File: config.mk
export PLATFORM = sky130hd
export DESIGN_NAME = ysyx_25020047_ifu
export DESIGN_NICKNAME = d
export VERILOG_FILES = /design/src/rtl/ysyx_25020047_ifu.sv
export SDC_FILE = /design/constraint.sdc
export NUM_CORES = 1
export LEC_CHECK = 0
export CORE_MARGIN = 2
export CORE_UTILIZATION = 44
export DETAILED_ROUTE_END_ITERATION = 8
export HOLD_SLACK_MARGIN = 0.08
export MAX_ROUTING_LAYER = met4
export PLACE_DENSITY = 0.79
export SYNTH_ARGS = -nofsm -noshare
export SYNTH_HDL_FRONTEND = slang
export SYNTH_SLANG_ARGS = --single-unit
File: constraint.sdc
create_clock -name i_clk -period 2.42 [get_ports i_clk]
set_input_delay 0.484 -clock i_clk [delete_from_list [all_inputs] [get_ports i_clk]]
set_output_delay 0.484 -clock i_clk [all_outputs]
set_load 0.02 [all_outputs]
File: src/rtl/ysyx_25020047_ifu.sv
// Instruction fetch unit: fetches the word at the current PC over a req/rsp memory
// handshake and presents it (or an in-order fault marker) to decode via valid/ready.
module ysyx_25020047_ifu #(
  parameter int          XLEN     = 32,
  parameter int          TIMEOUT  = 255,
  parameter logic [31:0] NOP_INST = 32'h0000_0013
) (
  input  logic            i_clk,
  input  logic            i_rst_n,
  input  logic [XLEN-1:0] i_pc,
  input  logic            i_fetch_en,
  input  logic            i_flush,
  output logic            o_imem_req_valid,
  output logic [XLEN-1:0] o_imem_req_addr,
  input  logic            i_imem_req_ready,
  input  logic            i_imem_rsp_valid,
  input  logic [31:0]     i_imem_rsp_data,
  input  logic            i_imem_rsp_err,
  output logic [31:0]     o_inst,
  output logic [XLEN-1:0] o_inst_pc,
  output logic            o_inst_valid,
  input  logic            i_inst_ready,
  output logic            o_inst_fault,
  output logic [1:0]      o_fault_cause,
  output logic            o_busy
);

  localparam int CW = $clog2(TIMEOUT + 1);

  localparam logic [1:0] CAUSE_NONE     = 2'b00;
  localparam logic [1:0] CAUSE_MISALIGN = 2'b01;
  localparam logic [1:0] CAUSE_BUSERR   = 2'b10;
  localparam logic [1:0] CAUSE_TIMEOUT  = 2'b11;

  typedef enum logic [2:0] {
    S_IDLE,
    S_REQ,
    S_WAIT,
    S_VALID,
    S_DRAIN
  } state_t;

  state_t          r_state;
  logic [CW-1:0]   r_cnt;
  logic [XLEN-1:0] r_addr;
  logic [31:0]     r_inst;
  logic [XLEN-1:0] r_inst_pc;
  logic            r_fault;
  logic [1:0]      r_cause;

  state_t          w_nxt_state;
  logic [CW-1:0]   w_nxt_cnt;
  logic [XLEN-1:0] w_nxt_addr;
  logic [31:0]     w_nxt_inst;
  logic [XLEN-1:0] w_nxt_inst_pc;
  logic            w_nxt_fault;
  logic [1:0]      w_nxt_cause;
  logic            w_start;
  logic            w_cnt_expired;

  assign w_cnt_expired = (r_cnt == CW'(TIMEOUT));

  always_ff @(posedge i_clk or negedge i_rst_n) begin
    if (!i_rst_n) begin
      r_state   <= S_IDLE;
      r_cnt     <= '0;
      r_addr    <= '0;
      r_inst    <= '0;
      r_inst_pc <= '0;
      r_fault   <= 1'b0;
      r_cause   <= CAUSE_NONE;
    end else begin
      r_state   <= w_nxt_state;
      r_cnt     <= w_nxt_cnt;
      r_addr    <= w_nxt_addr;
      r_inst    <= w_nxt_inst;
      r_inst_pc <= w_nxt_inst_pc;
      r_fault   <= w_nxt_fault;
      r_cause   <= w_nxt_cause;
    end
  end

  // Flush takes priority everywhere; a fetch may start from IDLE or on the decode
  // handshake so back-to-back instructions need no idle bubble.
  always_comb begin
    w_nxt_state   = r_state;
    w_nxt_cnt     = r_cnt;
    w_nxt_addr    = r_addr;
    w_nxt_inst    = r_inst;
    w_nxt_inst_pc = r_inst_pc;
    w_nxt_fault   = r_fault;
    w_nxt_cause   = r_cause;
    w_start       = 1'b0;

    case (r_state)
      S_IDLE: begin
        if (!i_flush && i_fetch_en) begin
          w_start = 1'b1;
        end
      end

      S_REQ: begin
        if (i_flush) begin
          if (i_imem_req_ready) begin
            w_nxt_state = S_DRAIN;
            w_nxt_cnt   = '0;
          end else begin
            w_nxt_state = S_IDLE;
          end
        end else if (i_imem_req_ready) begin
          w_nxt_state = S_WAIT;
          w_nxt_cnt   = '0;
        end
      end

      S_WAIT: begin
        if (i_flush) begin
          // A response arriving alongside the flush is the one to discard.
          if (i_imem_rsp_valid || w_cnt_expired) begin
            w_nxt_state = S_IDLE;
          end else begin
            w_nxt_state = S_DRAIN;
            w_nxt_cnt   = r_cnt + CW'(1);
          end
        end else if (i_imem_rsp_valid) begin
          w_nxt_state   = S_VALID;
          w_nxt_inst    = i_imem_rsp_err ? NOP_INST : i_imem_rsp_data;
          w_nxt_inst_pc = r_addr;
          w_nxt_fault   = i_imem_rsp_err;
          w_nxt_cause   = i_imem_rsp_err ? CAUSE_BUSERR : CAUSE_NONE;
        end else if (w_cnt_expired) begin
          w_nxt_state   = S_VALID;
          w_nxt_inst    = NOP_INST;
          w_nxt_inst_pc = r_addr;
          w_nxt_fault   = 1'b1;
          w_nxt_cause   = CAUSE_TIMEOUT;
        end else begin
          w_nxt_cnt = r_cnt + CW'(1);
        end
      end

      S_VALID: begin
        if (i_flush) begin
          w_nxt_state = S_IDLE;
          w_nxt_fault = 1'b0;
          w_nxt_cause = CAUSE_NONE;
        end else if (i_inst_ready) begin
          if (i_fetch_en) begin
            w_start = 1'b1;
          end else begin
            w_nxt_state = S_IDLE;
            w_nxt_fault = 1'b0;
            w_nxt_cause = CAUSE_NONE;
          end
        end
      end

      S_DRAIN: begin
        if (i_imem_rsp_valid || w_cnt_expired) begin
          w_nxt_state = S_IDLE;
        end else begin
          w_nxt_cnt = r_cnt + CW'(1);
        end
      end

      default: begin
        w_nxt_state = S_IDLE;
      end
    endcase

    // Misaligned PCs never reach memory; they become a fault marker immediately.
    if (w_start) begin
      if (i_pc[1:0] != 2'b00) begin
        w_nxt_state   = S_VALID;
        w_nxt_inst    = NOP_INST;
        w_nxt_inst_pc = i_pc;
        w_nxt_fault   = 1'b1;
        w_nxt_cause   = CAUSE_MISALIGN;
      end else begin
        w_nxt_state = S_REQ;
        w_nxt_addr  = i_pc;
      end
    end
  end

  assign o_imem_req_valid = (r_state == S_REQ);
  assign o_imem_req_addr  = (r_state == S_REQ) ? r_addr : '0;
  assign o_inst_valid     = (r_state == S_VALID);
  assign o_busy           = (r_state != S_IDLE);
  assign o_inst           = r_inst;
  assign o_inst_pc        = r_inst_pc;
  assign o_inst_fault     = r_fault;
  assign o_fault_cause    = r_cause;

endmodule

Yosys cells after proc, flatten, opt, wreduce, memory -nomap -nowiden
Cells that the tools add are included.
{"block": "totals", "ram_bits": 0, "mem_count": 0, "reg_bits": 110, "latch_bits": 0, "elab_cells": 91, "mem_bits_ro": 0}
{"block": "op_classes", "shift": 0, "muxes": 58, "n_bitwise": 1, "n_reduce_logical": 10, "n_lt_le_gt_ge": 0, "n_mul": 0, "n_addsub": 1, "eq_ne": 14, "n_div": 0}
{"cell": "$mux 32", "count": 14}
{"cell": "$mux 8", "count": 5}
{"cell": "$mux 3", "count": 12}
{"cell": "$pmux 8 s3", "count": 1}
{"cell": "$mux 2", "count": 10}
{"cell": "$pmux 3 s5", "count": 1}
{"cell": "$mux 1", "count": 12}
{"cell": "$ne 3x3->1 const B", "count": 3}
{"cell": "$add 8x1->8 const B", "count": 1}
{"cell": "$eq 8x8->1 const B", "count": 1}
{"cell": "$ne 4x2->1 const B", "count": 2}
{"cell": "$eq 3x2->1 const B", "count": 2}
{"cell": "$reduce_and 6->1", "count": 1}
{"cell": "$reduce_bool 3->1", "count": 2}
{"cell": "$ne 5x5->1 const B", "count": 1}
{"cell": "$ne 4x3->1 const B", "count": 1}
{"cell": "$pmux 1 s2", "count": 2}
{"cell": "$pmux 2 s2", "count": 1}
{"cell": "$reduce_and 4->1", "count": 1}
{"cell": "$eq 3x1->1 const B", "count": 1}
{"cell": "$eq 3x3->1 const B", "count": 1}
{"cell": "$logic_not 3->1", "count": 1}
{"cell": "$ne 2x1->1 const B", "count": 1}
{"cell": "$ne 2x2->1 const B", "count": 1}
{"cell": "other kinds (6)", "count": 6}

Depth between registers and ports, before layout
Gate-level depths: netlist (run 1).
{"block": "depth", "ltp_word": 7, "depth_mapped": 8, "depth_no_buf": 6}

Worst setup path before layout (run 1)
No wires, ideal clock.
{"block": "synth_path", "path_kind": "reg-to-output", "from": "register r_state[1]", "to": "output port o_imem_req_addr[22]", "slack_ns": 0.369, "path_buffers": 2, "stages_incl_launch_ff": 5, "t_required_ns": 1.936, "arrival_time_ns": 1.567, "path_cell_list": "dfrtp_1 > buf_2 > nor3_1 > clkbuf_1 > and2_1"}
{"block": "synth_via", "elab_chain_cells": 2}
{"item": "start: declaration", "line_no": "43", "rtl": "state_t r_state;"}
{"item": "start signal: assignment", "line_no": "73", "rtl": "r_state <= w_nxt_state;"}
{"item": "$eq 3x1->1"}
{"item": "named net o_imem_req_valid", "line_no": "13", "rtl": "output logic o_imem_req_valid,"}
{"item": "$mux 32", "line_no": "187", "rtl": "assign o_imem_req_addr = (r_state == S_REQ) ? r_addr : '0;"}
{"item": "end: declaration", "line_no": "14", "rtl": "output logic [XLEN-1:0] o_imem_req_addr,"}
The timed path passes the listed nets, and every way through them passes these cells.

Final worst setup path (run 1)
{"block": "layout_path", "from": "register r_state[1]", "to": "output port o_busy"}
{"block": "layout_via", "elab_chain_cells": 1}
{"item": "$reduce_bool 3->1", "line_no": "189", "rtl": "assign o_busy = (r_state != S_IDLE);"}
{"item": "end: declaration", "line_no": "25", "rtl": "output logic o_busy"}
Every way passes these cells.

==> out/results.ini, run 1 <==
[setup_path]
cp-start-kind = flop
critPathKind = flop to output port
setup.worst_path.end_class = output port
worstPathRequired_ps = 1940
crit_path_max_fanout = 13
cp.arrival_ps = 1880

[floorplanning]
die_height_um = 110
initial_core_util_pct = 45.3
pin_count = 174
dieArea_um2 = 12100
die_w_um = 110
core_um2 = 10900
fp-row-count = 38

[logic_synthesis]
synth.most_common_cell = dfrtp_1
synth_top_area_share_pct = 55.6
avgSynthCellArea_um2 = 10.2
synth_top_area_cell = dfrtp_1
synth-async-reset-ratio_pct = 100
netlist_area_um2 = 4950
syn-num-nets = 561
synth_edf_count = 0
synth_cells = 488
synthTopCellsByCount = dfrtp_1 (110), nand2_1 (78), nor2_1 (71), and2_1 (34), a31oi_1 (32)
synthTopCellsByArea = dfrtp_1 (56%), nand2_1 (5.9%), nor2_1 (5.4%)
synth.distinct_cells = 41
ys_seq_elements = 110
synth-main-ff-cell = dfrtp_1
yosysSeqAreaShare_pct = 55.6
yosysWarnings = 0

[placement]
place.gp.congestion = 0.940
place_ws_ps = 64.0
io_buffers = 173
placed_cells = 791
dp_hpwl_mm = 9.44

[global_routing]
antenna_found_initial = 0
grt.total_usage_pct = 23.2
grt_start_max_net_pins = 46
grt_pass1_wl_mm = 21.3
grt_overflow = 0
grt_pass1_vias = 4394

[timing]
worstMarginPinSlew_ps = 631
fmax_ghz = 0.423
slew_violations = 0
tns_ps = 0
whs_ps = 94.9
finalCriticalPeriod_ps = 2360
finalCritPeriodShare_pct = 97.6
hold_violations = 0
maxSlewHeadroom_pct = 57.8
setup_viol = 0
fin_skew_ps = 11.5
rsz0062_at_grt = false
fin_ws_ps = 58.3

[layout]
area_delta_synth_final_pct = 45.8
num_antenna_cells = 0
fin_nets = 735
layoutNonFillerInstCount = 807
multiInputGateArea_um2 = 2060
fin_util_pct = 66.1
register_area_um2 = 2750
final_layout_size_suffix_gt1_share_pct = 10.9
fillers = 865

[pwr]
irDropWorstVdd_mv = 0.636
powerDensity_nw_per_um2 = 1180
p_leak_nw = 3.32

[drt]
avgViaCountPerCell = 5.47
wl_mm = 13.5
first_iter_violations = 331
vias = 4411
ant_nets = 0
dr.pass1.iters = 4
routedWlPerCell_um = 16.7
drc_errors = 0

[clock_network]
htree_levels = 3
cts_setup_buffers = 0
post_cts_resized = 34
clkLatencyLatePin_ps = 350
root_buffer = clkbuf_16
cts_hold_buf = 0
cts_tree = yes
cts-buffers-inserted = 9
clk_pin_slew_worst_paths_ps = 70
clock_path_buffers = 2
cts.sinks = 110

[worst_hold_path]
hp-class = primary input to async pin

[flow_run]
cap_violations = 0

[outcome]
outcome = complete, no violations

power by group:
part / total, W / switching [W] / internal, W / leakage (nW)
Clock: 0.00142 / 0.000677 / 0.000738 / 0.134
Sequential: 0.00307 / 0.000492 / 0.00258 / 1.37
Combinational: 0.00404 / 0.00210 / 0.00194 / 1.82
metrics by stage:
stage / power, W / cell area [um^2]
floorplan: 0.00521 / 4950
global placement: 0.00708 / 6960
detailed placement: 0.00722 / 6960
CTS: 0.00857 / 7220
global route: 0.00903 / 7220
finish: 0.00853 / 7220
worst paths after layout:
kind                       startpoint            end  slack [ps]  cells after the start
max                        r_state[1]         o_busy          60                      3
min                           i_rst_n     o_inst[20]          90                      1
max reg2reg                  r_cnt[1]  o_inst_pc[10]         250                      7
min reg2reg                  r_cnt[7]       r_cnt[7]         480                      1
max in group asynchronous     i_rst_n  o_inst_pc[30]        1550                      2
min in group i_clk           r_cnt[7]       r_cnt[7]         480                      1
flip-flops by register name (all words and copies together) (netlist names):
signal	cells
o_fault_cause	2
r_state	3
r_cnt	8
r_addr	32
o_inst_fault	1
o_inst	32
o_inst_pc	32
final cells by class:
type,count,area share [%]
clock buffer,11,3.36
clock inverter,5,0.606
inverter,2,0.104
multi-input combinational,343,28.5
sequential,110,38.1
tap,140,2.42
timing repair buffer,196,26.9
worst max-delay path, cell delays in order, from the launching register on:
cell and delay [ps]:
dfrtp_1 410, buf_4 190, or3_1 380, clkdlybuf4s50_1 550
per-layer routing:
| metal | vias to the layer above | wire [um] | track usage (%) |
|---|---|---|---|
| li1 | 2055 | - | - |
| met1 | 2176 | 5680 | 29.7 |
| met2 | 163 | 6730 | 37.7 |
| met3 | 17 | 824 | 3.47 |
| met4 | 0 | 221 | 8.66 |
| met5 | - | 0 | - |
kinds of logic after synthesis:
| family | Yosys count | share of synthesized area (%) |
|---|---|---|
| buffers and inverters | 35 | 3.54 |
| and+or+nand+nor | 210 | 19.4 |
| AOI/OAI and AO/OA | 99 | 13.6 |
| DFF | 110 | 55.6 |
| adders and majority gates | 1 | 0.252 |
| muxes | 33 | 7.65 |
cell usage in the layout, fill, tap and decap left out, types with 8 or more instances in the layout:
cell type / Yosys / routed
clkbuf_16: 0 / 9
clkdlybuf4s50_1: 0 / 138
a22oi_1: 30 / 30
buf_4: 0 / 18
dfrtp_1: 110 / 110
mux2_1: 8 / 8
dlygate4sd2_1: 0 / 32
o21ai_0: 11 / 11
mux2_2: 23 / 23
and2_1: 34 / 34
nand2_1: 78 / 78
nor2_1: 71 / 71
a31oi_1: 32 / 32
No activity file was read; power rests on OpenSTA's default activity.
==> run 2: changes to the inputs <==
SKIP_LAST_GASP = 1   (was default)
==> results of run 2 <==
No change in the layout: final DEF, timing and power equal those of run 1.
==> run 3: changes to the inputs <==
CORE_ASPECT_RATIO = 1.4   (was default)
==> out/results.ini, run 3 (synthesized netlist as in run 1, its figures left out) <==
[timing]
setup_viol = 0
maxSlewHeadroom_pct = 59.3
finalCritPeriodShare_pct = 96.4
worstMarginPinSlew_ps = 610
finalCriticalPeriod_ps = 2330
hold_violations = 0
slew_violations = 0
rsz0062_at_grt = false
tns_ps = 0
fmax_ghz = 0.429
fin_skew_ps = 6.93

[clock_network]
htree_levels = 3
root_buffer = clkbuf_16
cts-buffers-inserted = 9
cts.sinks = 110
clock_path_buffers = 2
clkLatencyLatePin_ps = 340
cts_tree = yes
cts_hold_buf = 0
clk_pin_slew_worst_paths_ps = 70

[layout]
fin_util_pct = 66.6
num_antenna_cells = 0
stdcell_area_um2 = 7270
fillers = 866
final_layout_size_suffix_gt1_share_pct = 11.2
fin_nets = 737
layout_common_cells = clkdlybuf4s50_1 (140), dfrtp_1 (109), nand2_1 (78)
area_delta_synth_final_pct = 46.8
final_common_cell = clkdlybuf4s50_1

[drt]
dr.pass1.iters = 4
first_iter_violations = 191
wl_mm = 13.7
vias = 4408
drc_errors = 0
ant_nets = 0
routedWlPerCell_um = 16.9
avgViaCountPerCell = 5.44

[placement]
dp_hpwl_mm = 9.82
dpl-instance-area_um2 = 6980
place.gp.congestion = 0.839
io_buffers = 173

[setup_path]
cpMaxStageDelayCell = clkdlybuf4s50_1
worstPathRequired_ps = 1940
crit_path_max_incr_delay_ps = 540
setup.worst_path.end_class = output port
cp-start-kind = flop
cp.arrival_ps = 1850
critPathKind = flop to output port
crit_path_max_fanout = 13
cp_cell_sequence = buf_4 > or3_1 > clkdlybuf4s50_1

[global_routing]
grt_overflow = 0
grt_pass1_vias = 4462
grt_start_max_net_pins = 111
antenna_found_initial = 0
grt.total_usage_pct = 23.5
grt_pass1_wl_mm = 21.6

[floorplanning]
fp-row-count = 45
dieArea_um2 = 12100
initial_core_util_pct = 45.4
pin_count = 174
core_um2 = 10900
die_w_um = 93.7
die_height_um = 130

[worst_hold_path]
hp-class = primary input to async pin

[pwr]
p_leak_nw = 3.31
irDropWorstVdd_mv = 0.705
powerDensity_nw_per_um2 = 1200

[outcome]
outcome = complete, no violations

[flow_run]
cap_violations = 0

-- run 3: cell count changes in the layout (fill, tap and decap cells not counted), moves of 2 or more --
cell             before  now
dlymetal6s2s_1        2    0
bufinv_16             0    2
clkinv_4              2    0
buf_4                18   20
clkdlybuf4s50_1     138  140
-- run 3: critical path: cells and delay by family, from the launching register on --
family | cells | cell delay, ps
buf+inv | 2 | 730
flops | 1 | 420
simple gates | 1 | 360
-- run 3: metrics by stage --
stage,total power (W),std cells,worst slack [ps],hold slack (ps)
global placement,0.00711,794,137,464
detailed placement,0.00726,794,113,471
CTS,0.00879,810,79.2,241
finish,0.00873,810,87.2,176
floorplan,0.00521,488,369,188
global route,0.00924,810,35.5,250
-- run 3: final timing paths --
kind                       startpoint               end  slack, ps  cells past startpoint
setup / recovery           r_state[1]            o_busy         90                      3
hold / removal                i_rst_n        r_state[2]        180                      2
setup reg to reg             r_cnt[0]        r_state[0]        390                      7
hold reg to reg              r_cnt[7]          r_cnt[7]        470                      1
max in group asynchronous     i_rst_n  o_fault_cause[0]       1760                      2
min in group i_clk           r_cnt[7]          r_cnt[7]        470                      1
-- run 3: final cells by class --
type                            count  area [um^2]  area share, %
Multi-Input combinational cell    343         2060           28.3
Inverter                            2         7.51          0.103
Sequential cell                   110         2750           37.9
Timing Repair Buffer              198         1950           26.8
Clock buffer                       11          243           3.34
Tap cell                          141          176           2.43
Clock inverter                      5         82.6           1.14
-- run 3: repair_timing --
| action | CTS | global route |
|---|---|---|
| setup endpoints to repair | 32 | 0 |
| hold endpoints to repair | 0 | 0 |
| resized for setup | 34 | 0 |
| buffers inserted | 0 | 0 |
-- run 3: metal layers --
| metal | track usage, % | vias up | routed length, um |
|---|---|---|---|
| met4 | 10.1 | 0 | 488 |
| met3 | 4.71 | 32 | 620 |
| li1 | - | 2054 | - |
| met1 | 25.8 | 2185 | 5310 |
| met2 | 41.2 | 137 | 7300 |
| met5 | - | - | 0 |
-- run 3: power by group --
part	switching [W]	internal, W	total, W
logic	0.00209	0.00196	0.00405
registers	0.000505	0.00258	0.00309
clock network	0.000658	0.000936	0.00159
total	0.00325	0.00548	0.00873
